==> src/rtl/nvm_arb_if.sv <==
// nvm_arb_if: request/grant and NVM handshake bundle between requesters and the NVM arbiter.
`default_nettype none

interface nvm_arb_if;
  logic [2:0] req;
  logic       mem_done;
  logic       tag_status;
  logic [2:0] gnt;
  logic       mem_start;
  logic       mem_busy;
  logic [2:0] ack;
  logic       tout_err;

  modport master (
    output req, mem_done, tag_status,
    input  gnt, mem_start, mem_busy, ack, tout_err
  );

  modport slave (
    input  req, mem_done, tag_status,
    output gnt, mem_start, mem_busy, ack, tout_err
  );
endinterface

`default_nettype wire

==> src/rtl/nvm_arb.sv <==
// ============================================================================
// nvm_arb : round-robin NVM access arbiter with timeout release and tag kill
// Rev 1.0 : initial release
// ============================================================================
`default_nettype none

module nvm_arb #(
  parameter int TOUT_W   = 8,
  parameter int TOUT_MAX = 200
) (
  input  wire logic pmu_clk,
  input  wire logic rst_n,
  nvm_arb_if.slave  bus
);

  typedef enum logic [1:0] {
    IDLE  = 2'd0,
    GRANT = 2'd1,
    BUSY  = 2'd2,
    REL   = 2'd3
  } state_t;

  localparam logic [TOUT_W-1:0] TOUT_LAST = TOUT_W'(TOUT_MAX - 1);

  state_t            state_q, state_d;
  logic [1:0]        last_owner_q, last_owner_d;
  logic [TOUT_W-1:0] count_q, count_d;
  logic              armed_q;

  logic [2:0]        gnt_q, gnt_d;
  logic              mem_start_q, mem_start_d;
  logic              mem_busy_q, mem_busy_d;
  logic [2:0]        ack_q, ack_d;
  logic              tout_err_q, tout_err_d;

  logic [3:0]        req_ext;
  logic [1:0]        cand1, cand2;
  logic [1:0]        winner;
  logic              found;

  function automatic logic [1:0] next_idx(input logic [1:0] i);
    next_idx = (i == 2'd2) ? 2'd0 : i + 2'd1;
  endfunction

  function automatic logic [2:0] onehot(input logic [1:0] i);
    onehot = 3'b001 << i;
  endfunction

  // Search order starts one past the previous owner, previous owner last.
  always_comb begin
    req_ext = {1'b0, bus.req};
    cand1   = next_idx(last_owner_q);
    cand2   = next_idx(cand1);
    winner  = last_owner_q;
    found   = 1'b0;
    if (req_ext[cand1]) begin
      winner = cand1;
      found  = 1'b1;
    end else if (req_ext[cand2]) begin
      winner = cand2;
      found  = 1'b1;
    end else if (req_ext[last_owner_q]) begin
      winner = last_owner_q;
      found  = 1'b1;
    end
  end

  always_comb begin
    state_d      = state_q;
    last_owner_d = last_owner_q;
    count_d      = count_q;
    gnt_d        = gnt_q;
    mem_start_d  = 1'b0;
    mem_busy_d   = mem_busy_q;
    ack_d        = 3'b000;
    tout_err_d   = 1'b0;

    if (bus.tag_status) begin
      state_d    = IDLE;
      gnt_d      = 3'b000;
      mem_busy_d = 1'b0;
      count_d    = '0;
    end else begin
      case (state_q)
        IDLE: begin
          // armed_q holds off the very first edge after reset release
          if (armed_q && found) begin
            state_d      = GRANT;
            gnt_d        = onehot(winner);
            mem_start_d  = 1'b1;
            mem_busy_d   = 1'b1;
            count_d      = '0;
            last_owner_d = winner;
          end
        end
        GRANT: begin
          state_d = BUSY;
          count_d = '0;
        end
        BUSY: begin
          if (bus.mem_done) begin
            state_d    = REL;
            gnt_d      = 3'b000;
            mem_busy_d = 1'b0;
            ack_d      = onehot(last_owner_q);
            count_d    = '0;
          end else if (count_q == TOUT_LAST) begin
            state_d    = REL;
            gnt_d      = 3'b000;
            mem_busy_d = 1'b0;
            tout_err_d = 1'b1;
            count_d    = '0;
          end else begin
            count_d = count_q + 1'b1;
          end
        end
        REL: begin
          state_d = IDLE;
        end
        default: begin
          state_d    = IDLE;
          gnt_d      = 3'b000;
          mem_busy_d = 1'b0;
          count_d    = '0;
        end
      endcase
    end
  end

  always_ff @(posedge pmu_clk or negedge rst_n) begin
    if (!rst_n) begin
      state_q      <= IDLE;
      last_owner_q <= 2'd2;
      count_q      <= '0;
      armed_q      <= 1'b0;
      gnt_q        <= 3'b000;
      mem_start_q  <= 1'b0;
      mem_busy_q   <= 1'b0;
      ack_q        <= 3'b000;
      tout_err_q   <= 1'b0;
    end else begin
      state_q      <= state_d;
      last_owner_q <= last_owner_d;
      count_q      <= count_d;
      armed_q      <= 1'b1;
      gnt_q        <= gnt_d;
      mem_start_q  <= mem_start_d;
      mem_busy_q   <= mem_busy_d;
      ack_q        <= ack_d;
      tout_err_q   <= tout_err_d;
    end
  end

  assign bus.gnt       = gnt_q;
  assign bus.mem_start = mem_start_q;
  assign bus.mem_busy  = mem_busy_q;
  assign bus.ack       = ack_q;
  assign bus.tout_err  = tout_err_q;

endmodule

`default_nettype wire

==> src/flat_wrapper.sv <==
// flat-port wrapper written by rule: the top's interface ports become plain ports
module nvm_arb_flat 
#(
  parameter int TOUT_W   = 8,
  parameter int TOUT_MAX = 200
)
  (pmu_clk, rst_n, bus_req, bus_mem_done, bus_tag_status, bus_gnt, bus_mem_start, bus_mem_busy, bus_ack, bus_tout_err);
  nvm_arb_if bus_i ();
  input  wire logic pmu_clk;
  input  wire logic rst_n;
  input wire logic [$bits(bus_i.req)-1:0] bus_req;
  input wire logic [$bits(bus_i.mem_done)-1:0] bus_mem_done;
  input wire logic [$bits(bus_i.tag_status)-1:0] bus_tag_status;
  output wire logic [$bits(bus_i.gnt)-1:0] bus_gnt;
  output wire logic [$bits(bus_i.mem_start)-1:0] bus_mem_start;
  output wire logic [$bits(bus_i.mem_busy)-1:0] bus_mem_busy;
  output wire logic [$bits(bus_i.ack)-1:0] bus_ack;
  output wire logic [$bits(bus_i.tout_err)-1:0] bus_tout_err;
  assign bus_i.req = bus_req;
  assign bus_i.mem_done = bus_mem_done;
  assign bus_i.tag_status = bus_tag_status;
  assign bus_gnt = bus_i.gnt;
  assign bus_mem_start = bus_i.mem_start;
  assign bus_mem_busy = bus_i.mem_busy;
  assign bus_ack = bus_i.ack;
  assign bus_tout_err = bus_i.tout_err;
  nvm_arb #(.TOUT_W(TOUT_W), .TOUT_MAX(TOUT_MAX)) u_core (.pmu_clk(pmu_clk), .rst_n(rst_n), .bus(bus_i));
endmodule
==> config.mk <==
export PLATFORM = sky130hd
export DESIGN_NAME = nvm_arb_flat
export DESIGN_NICKNAME = d
export VERILOG_FILES = /design/src/rtl/nvm_arb_if.sv /design/src/rtl/nvm_arb.sv /design/src/flat_wrapper.sv
export SDC_FILE = /design/constraint.sdc
export NUM_CORES = 1
export LEC_CHECK = 0
export CORE_MARGIN = 2
export CORE_UTILIZATION = 50
export DETAILED_ROUTE_END_ITERATION = 8
export PLACE_DENSITY = 0.71
export REMOVE_ABC_BUFFERS = 1
export SLEW_MARGIN = 20
export SYNTH_ARGS = -nofsm -noshare
export SYNTH_HDL_FRONTEND = slang
export SYNTH_SLANG_ARGS = --single-unit
==> constraint.sdc <==
create_clock -name pmu_clk -period 2.5 [get_ports pmu_clk]
set_clock_uncertainty 0.15 [all_clocks]
set_input_delay 0.5 -clock pmu_clk [delete_from_list [all_inputs] [get_ports pmu_clk]]
set_output_delay 0.5 -clock pmu_clk [all_outputs]
set_load 0.03 [all_outputs]
# ---- Word-level counts from Yosys, hierarchy flattened
# Cells that the tools add are included.
dict set report op_classes {
  magnitude_cmp 3
  n_reduce_logical 8
  n_bitwise 1
  eq_ne 8
  muxes 43
  addsub 3
  shifts 2
}
# op count
set op_table {}
lappend op_table {{two-way mux 8 bit} 4}
lappend op_table {{one-hot mux 8 bit (3 select lines)} 1}
lappend op_table {{two-way mux 3 bit} 7}
lappend op_table {{two-way mux 1 bit} 17}
lappend op_table {{two-way mux 2 bit} 8}
lappend op_table {{< comparator 2 x 3 -> 1 bit (second input constant)} 3}
lappend op_table {{adder 8 x 1 -> 8 bit (second input constant)} 1}
lappend op_table {{equality test 2 bit (second input constant)} 4}
lappend op_table {{equality test 8 bit (second input constant)} 1}
lappend op_table {{one-hot mux 2 bit (4 select lines)} 1}
lappend op_table {{binary-select mux 1 bit (select 2 bit)} 3}
lappend op_table {{one-hot mux 3 bit (2 select lines)} 1}
lappend op_table {{AND reduction 3 bit} 2}
lappend op_table {{left shift 1 x 2 -> 3 bit (first input constant)} 2}
lappend op_table {{adder 2 x 1 -> 2 bit (second input constant)} 2}
lappend op_table {{!= test 4 x 3 -> 1 bit (second input constant)} 1}
lappend op_table {{AND reduction 2 bit} 2}
lappend op_table {{nonzero test 4 bit} 1}
lappend op_table {{!= test 3 x 2 -> 1 bit (second input constant)} 1}
lappend op_table {{nonzero test 3 bit} 1}
lappend op_table {{equality test 2 x 1 -> 1 bit (second input constant)} 1}
lappend op_table {{logical NOT 2 bit} 1}
lappend op_table {{one-hot mux 1 bit (2 select lines)} 1}
lappend op_table {{logical AND 1 bit} 1}
lappend op_table {{inverter 1 bit} 1}
dict set report word_totals {
  ff_bits 22
  in_bits 7
}

# ---- Depth between registers and ports, before layout
dict set report depth {
  word_depth 12
  mapped_depth 6
}

# ---- Worst setup path before layout
# Ideal clock, no wire load.
dict set report synth_timing {
  path_kind {reg-to-reg}
  from {reg u_core.state_q[0]}
  to {reg u_core.count_q[5]}
  path_slack_ns 0.469
  n_path_buf 0
  required_ns 2.224
  arrival_time_ns 1.755
  setup_time_ns 0.126
  synth_period_minus_slack_ns 2.031
  stages_incl_launch_ff 7
  path_cell_list {dfrtp_1 -> inv_1 -> ha_1 -> or3b_1 -> o221a_4 -> o21a_4 -> a221o_1}
}
dict set report synth_between {
  elab_chain_cells 3
  elab_cells_between_ends 8
  classes_between {eq/ne (3); mux (2); reduce/logical (3)}
}
# element line_no
set synth_rtl {}
lappend synth_rtl {{start: declaration} nvm_arb.sv:25} ;# state_t state_q, state_d;
lappend synth_rtl {{start signal: assignment} nvm_arb.sv:142} ;# state_q <= state_d;
lappend synth_rtl {{equality test 2 bit (tied with other cells)} nvm_arb.sv:84} ;# case (state_q)
lappend synth_rtl {{one-hot mux 8 bit (3 select lines) (tied with other cells)} nvm_arb.sv:84}
lappend synth_rtl {{two-way mux 8 bit or AND reduction 2 bit (tied branches)} --}
lappend synth_rtl {{end signal: assignment} nvm_arb.sv:144} ;# count_q <= count_d;
lappend synth_rtl {{end: declaration} nvm_arb.sv:27} ;# logic [TOUT_W-1:0] count_q, count_d;
# Parallel ways exist; a longest one is shown, timed or not.
# A chain may end at the register's enable or synchronous reset.

# ---- Worst setup path in the final report
dict set report layout_timing {
  from {reg u_core.state_q[0]}
  to {reg u_core.count_q[0]}
}
# The elaborated chain is that of the path after synthesis.

==> flow_summary.toml <==
[grt]
pin_count_of_the_biggest_net_entering_global_routing = 13
grtUsageMet3_pct = 3.429
gr_overflow_total = 0
grt.met1_usage_pct = 25.82
grt_pass1_wl_um = 3760
grtUsageMet2_pct = 27.92
number_of_global_route_vias_before_repair = 844
grt_busiest_layer = "met2"
gr-usage-all-layers_pct = 18.95
grt_antenna_before_repair = 0

[yosys]
syn_avg_cell_area_um2 = 10.72
post-synth-top-count-cell = "sky130_fd_sc_hd__dfrtp_1"
top_flip_flop_cell_by_instance_count_after_synthesis = "sky130_fd_sc_hd__dfrtp_1"
yosys.area.top_type_share_pct = 44.16
netlist_instances = 111
synth.top_cells.by_count = "sky130_fd_sc_hd__dfrtp_1, sky130_fd_sc_hd__nor2_1, sky130_fd_sc_hd__and3_1, sky130_fd_sc_hd__inv_1"
post-synth-top-area-cell = "sky130_fd_sc_hd__dfrtp_1"
synth_edf_count = 0
yosys_register_bits = 22
post_synth_instance_area_um2 = 1190
synth.yosys.warnings = 0
async_reset_ff_share_pct = 100.0
synth_seq_area_share_pct = 46.37
yosysUniqueCellTypes = 37
synth.area.top_cells = "sky130_fd_sc_hd__dfrtp_1, sky130_fd_sc_hd__ha_1, sky130_fd_sc_hd__a221o_1"

[clock_tree]
worstSkewPairLatency_ns = 0.31
cts.path.max_buffers = 2
tritoncts_clock_tree = "done"
clock_tree.htree_level_count = 1
clk_transition_reported_paths_ns = 0.11
setup_buffers_after_cts = 0
cts_root_buf = "sky130_fd_sc_hd__clkbuf_4"
post_cts.resized_instances = 0
cts_made_buffers = 3
hold_buffers = 0
cts_num_sinks = 22

[power_and_ir_drop]
power_density_nw_per_um2 = 771.1
power.total_w = 0.001093
leakagePower_nw = 0.6610
ir_worst_vdd_mv = 0.5895

[drt]
route.vias.total = 934
route.antenna.remaining_nets = 0
post-route-drc-count = 0
route.detailed.vias_per_inst = 5.838
drt-pass1-iter-count = 4
final_routed_wirelength_across_all_metal_layers_um = 2264
drt-wirelength-per-cell_um = 14.15
detail_route.iter0.violations = 27

[timing]
finalHoldViolCount = 0
period_share_pct = 87.92
min_period_ns = 2.198
maxSlewViolCount = 0
totalNegativeSetupSlack_ns = 0
maxClockFrequency_ghz = 0.4550
report.final.setup_viol = 0
grt_setup_unrepaired = "false"

[final_layout]
multi_input_area_um2 = 594.3
post_route_cells_drive_above_1_share_pct = 14.39
fill_cells = 195
nNetsFinal = 145
final-seq-area_um2 = 551.8
final-instance-count-excl-fill = 160
area_growth_pct = 19.14
num_antenna_cells = 0
finish.utilization_pct = 63.47

[place]
dp_cells = 156
hpwlAfterDp_um = 1758
port_buffers = 15
gp_congestion = 0.9150

[run]
max_cap_viols = 0

[worst_setup_path]
worst-path-max-fanout = 6
setup.reg_to_reg.worst_slack_ns = 0.30
critPathCaptureType = "flop"
worst_ep_required_time_ns = 2.61
worstSetupStartpointType = "flop"
setup.worst_path.class = "flop to flop"
cp.arrival_ns = 2.31

[floorplan]
number_of_placement_rows = 17
die_height_um = 52.79
num_io_pins = 16
die_area_um2 = 2786
initial_core_util_pct = 53.28
fp.coreArea_um2 = 2233
die-width_um = 52.79

[hold_path]
timing.hold.worst.class = "primary input to async pin"

[run_status]
status = "complete, no violations"
==> layout by cell type, fill, tap and decap left out, types with 5 or more instances in the layout <==
master	count
sky130_fd_sc_hd__dfrtp_1	21
sky130_fd_sc_hd__buf_4	5
sky130_fd_sc_hd__nand3_1	5
sky130_fd_sc_hd__clkdlybuf4s50_1	15
sky130_fd_sc_hd__ha_1	5
sky130_fd_sc_hd__inv_1	6
sky130_fd_sc_hd__and3_1	6
sky130_fd_sc_hd__nor2_1	9
==> metrics by stage <==
stage                     setup slack [ns]  hold WS [ns]  cell area, um^2
after floorplan                     0.4691       0.05441             1169
after global placement              0.1572        0.3258             1391
after detailed placement            0.1404        0.3280             1391
after CTS                           0.3102        0.3496             1418
after global routing                0.1771        0.3556             1418
final                               0.3020        0.3370             1418
==> cell families after synthesis <==
group,share of synthesized area (%)
and+or+nand+nor,19.98
AOI/OAI and AO/OA,19.87
DFF,46.37
buffers and inverters,3.679
muxes,4.521
adders and majority gates,5.258
other,0.3152
==> worst paths after layout <==
check / from / end / cells past startpoint
max: u_core.state_q[0] / u_core.count_q[0] / 6
min: rst_n / u_core.count_q[2] / 1
max reg2reg: u_core.state_q[0] / u_core.count_q[0] / 6
min reg2reg: u_core.bus.gnt[1] / u_core.bus.gnt[1] / 1
max in group asynchronous: rst_n / u_core.bus.gnt[0] / 2
min in group pmu_clk: u_core.bus.gnt[1] / u_core.bus.gnt[1] / 1
==> per-layer routing <==
layer / vias to the layer above / wire length [um]
met5: - / 0
met4: 0 / 45
met3: 5 / 96
met2: 23 / 1035
met1: 452 / 1085
li1: 454 / -
==> power breakdown <==
part	internal [W]	switching [W]	total, W
logic	0.000206	0.000247	0.000453
clock network	0.0000623	0.000101	0.000164
registers	0.000416	0.0000604	0.000477
==> final cells by class <==
class	count	share of cell area, %
Inverter	6	1.589
Tap cell	28	2.471
Multi-Input combinational cell	80	41.92
Sequential cell	22	38.92
Timing Repair Buffer	20	13.24
Clock buffer	4	1.853
==> state kept, by name (all words and copies together), names as in the netlist <==
register	flops
u_core.count_q	8
u_core.bus.ack	3
u_core.bus.gnt	3
u_core.last_owner_q	2
u_core.state_q	2
u_core.armed_q	1
u_core.bus.mem_busy	1
u_core.bus.mem_start	1
u_core.bus.tout_err	1
==> critical path, stage by stage, from the launching register on <==
cell and delay (ns):
sky130_fd_sc_hd__dfrtp_1 0.40, sky130_fd_sc_hd__inv_1 0.13, sky130_fd_sc_hd__ha_1 0.25, sky130_fd_sc_hd__or3b_1 0.39, sky130_fd_sc_hd__o221a_4 0.26, sky130_fd_sc_hd__nor2_1 0.34, sky130_fd_sc_hd__mux2_2 0.23
No activity file was read; power rests on OpenSTA's default activity.
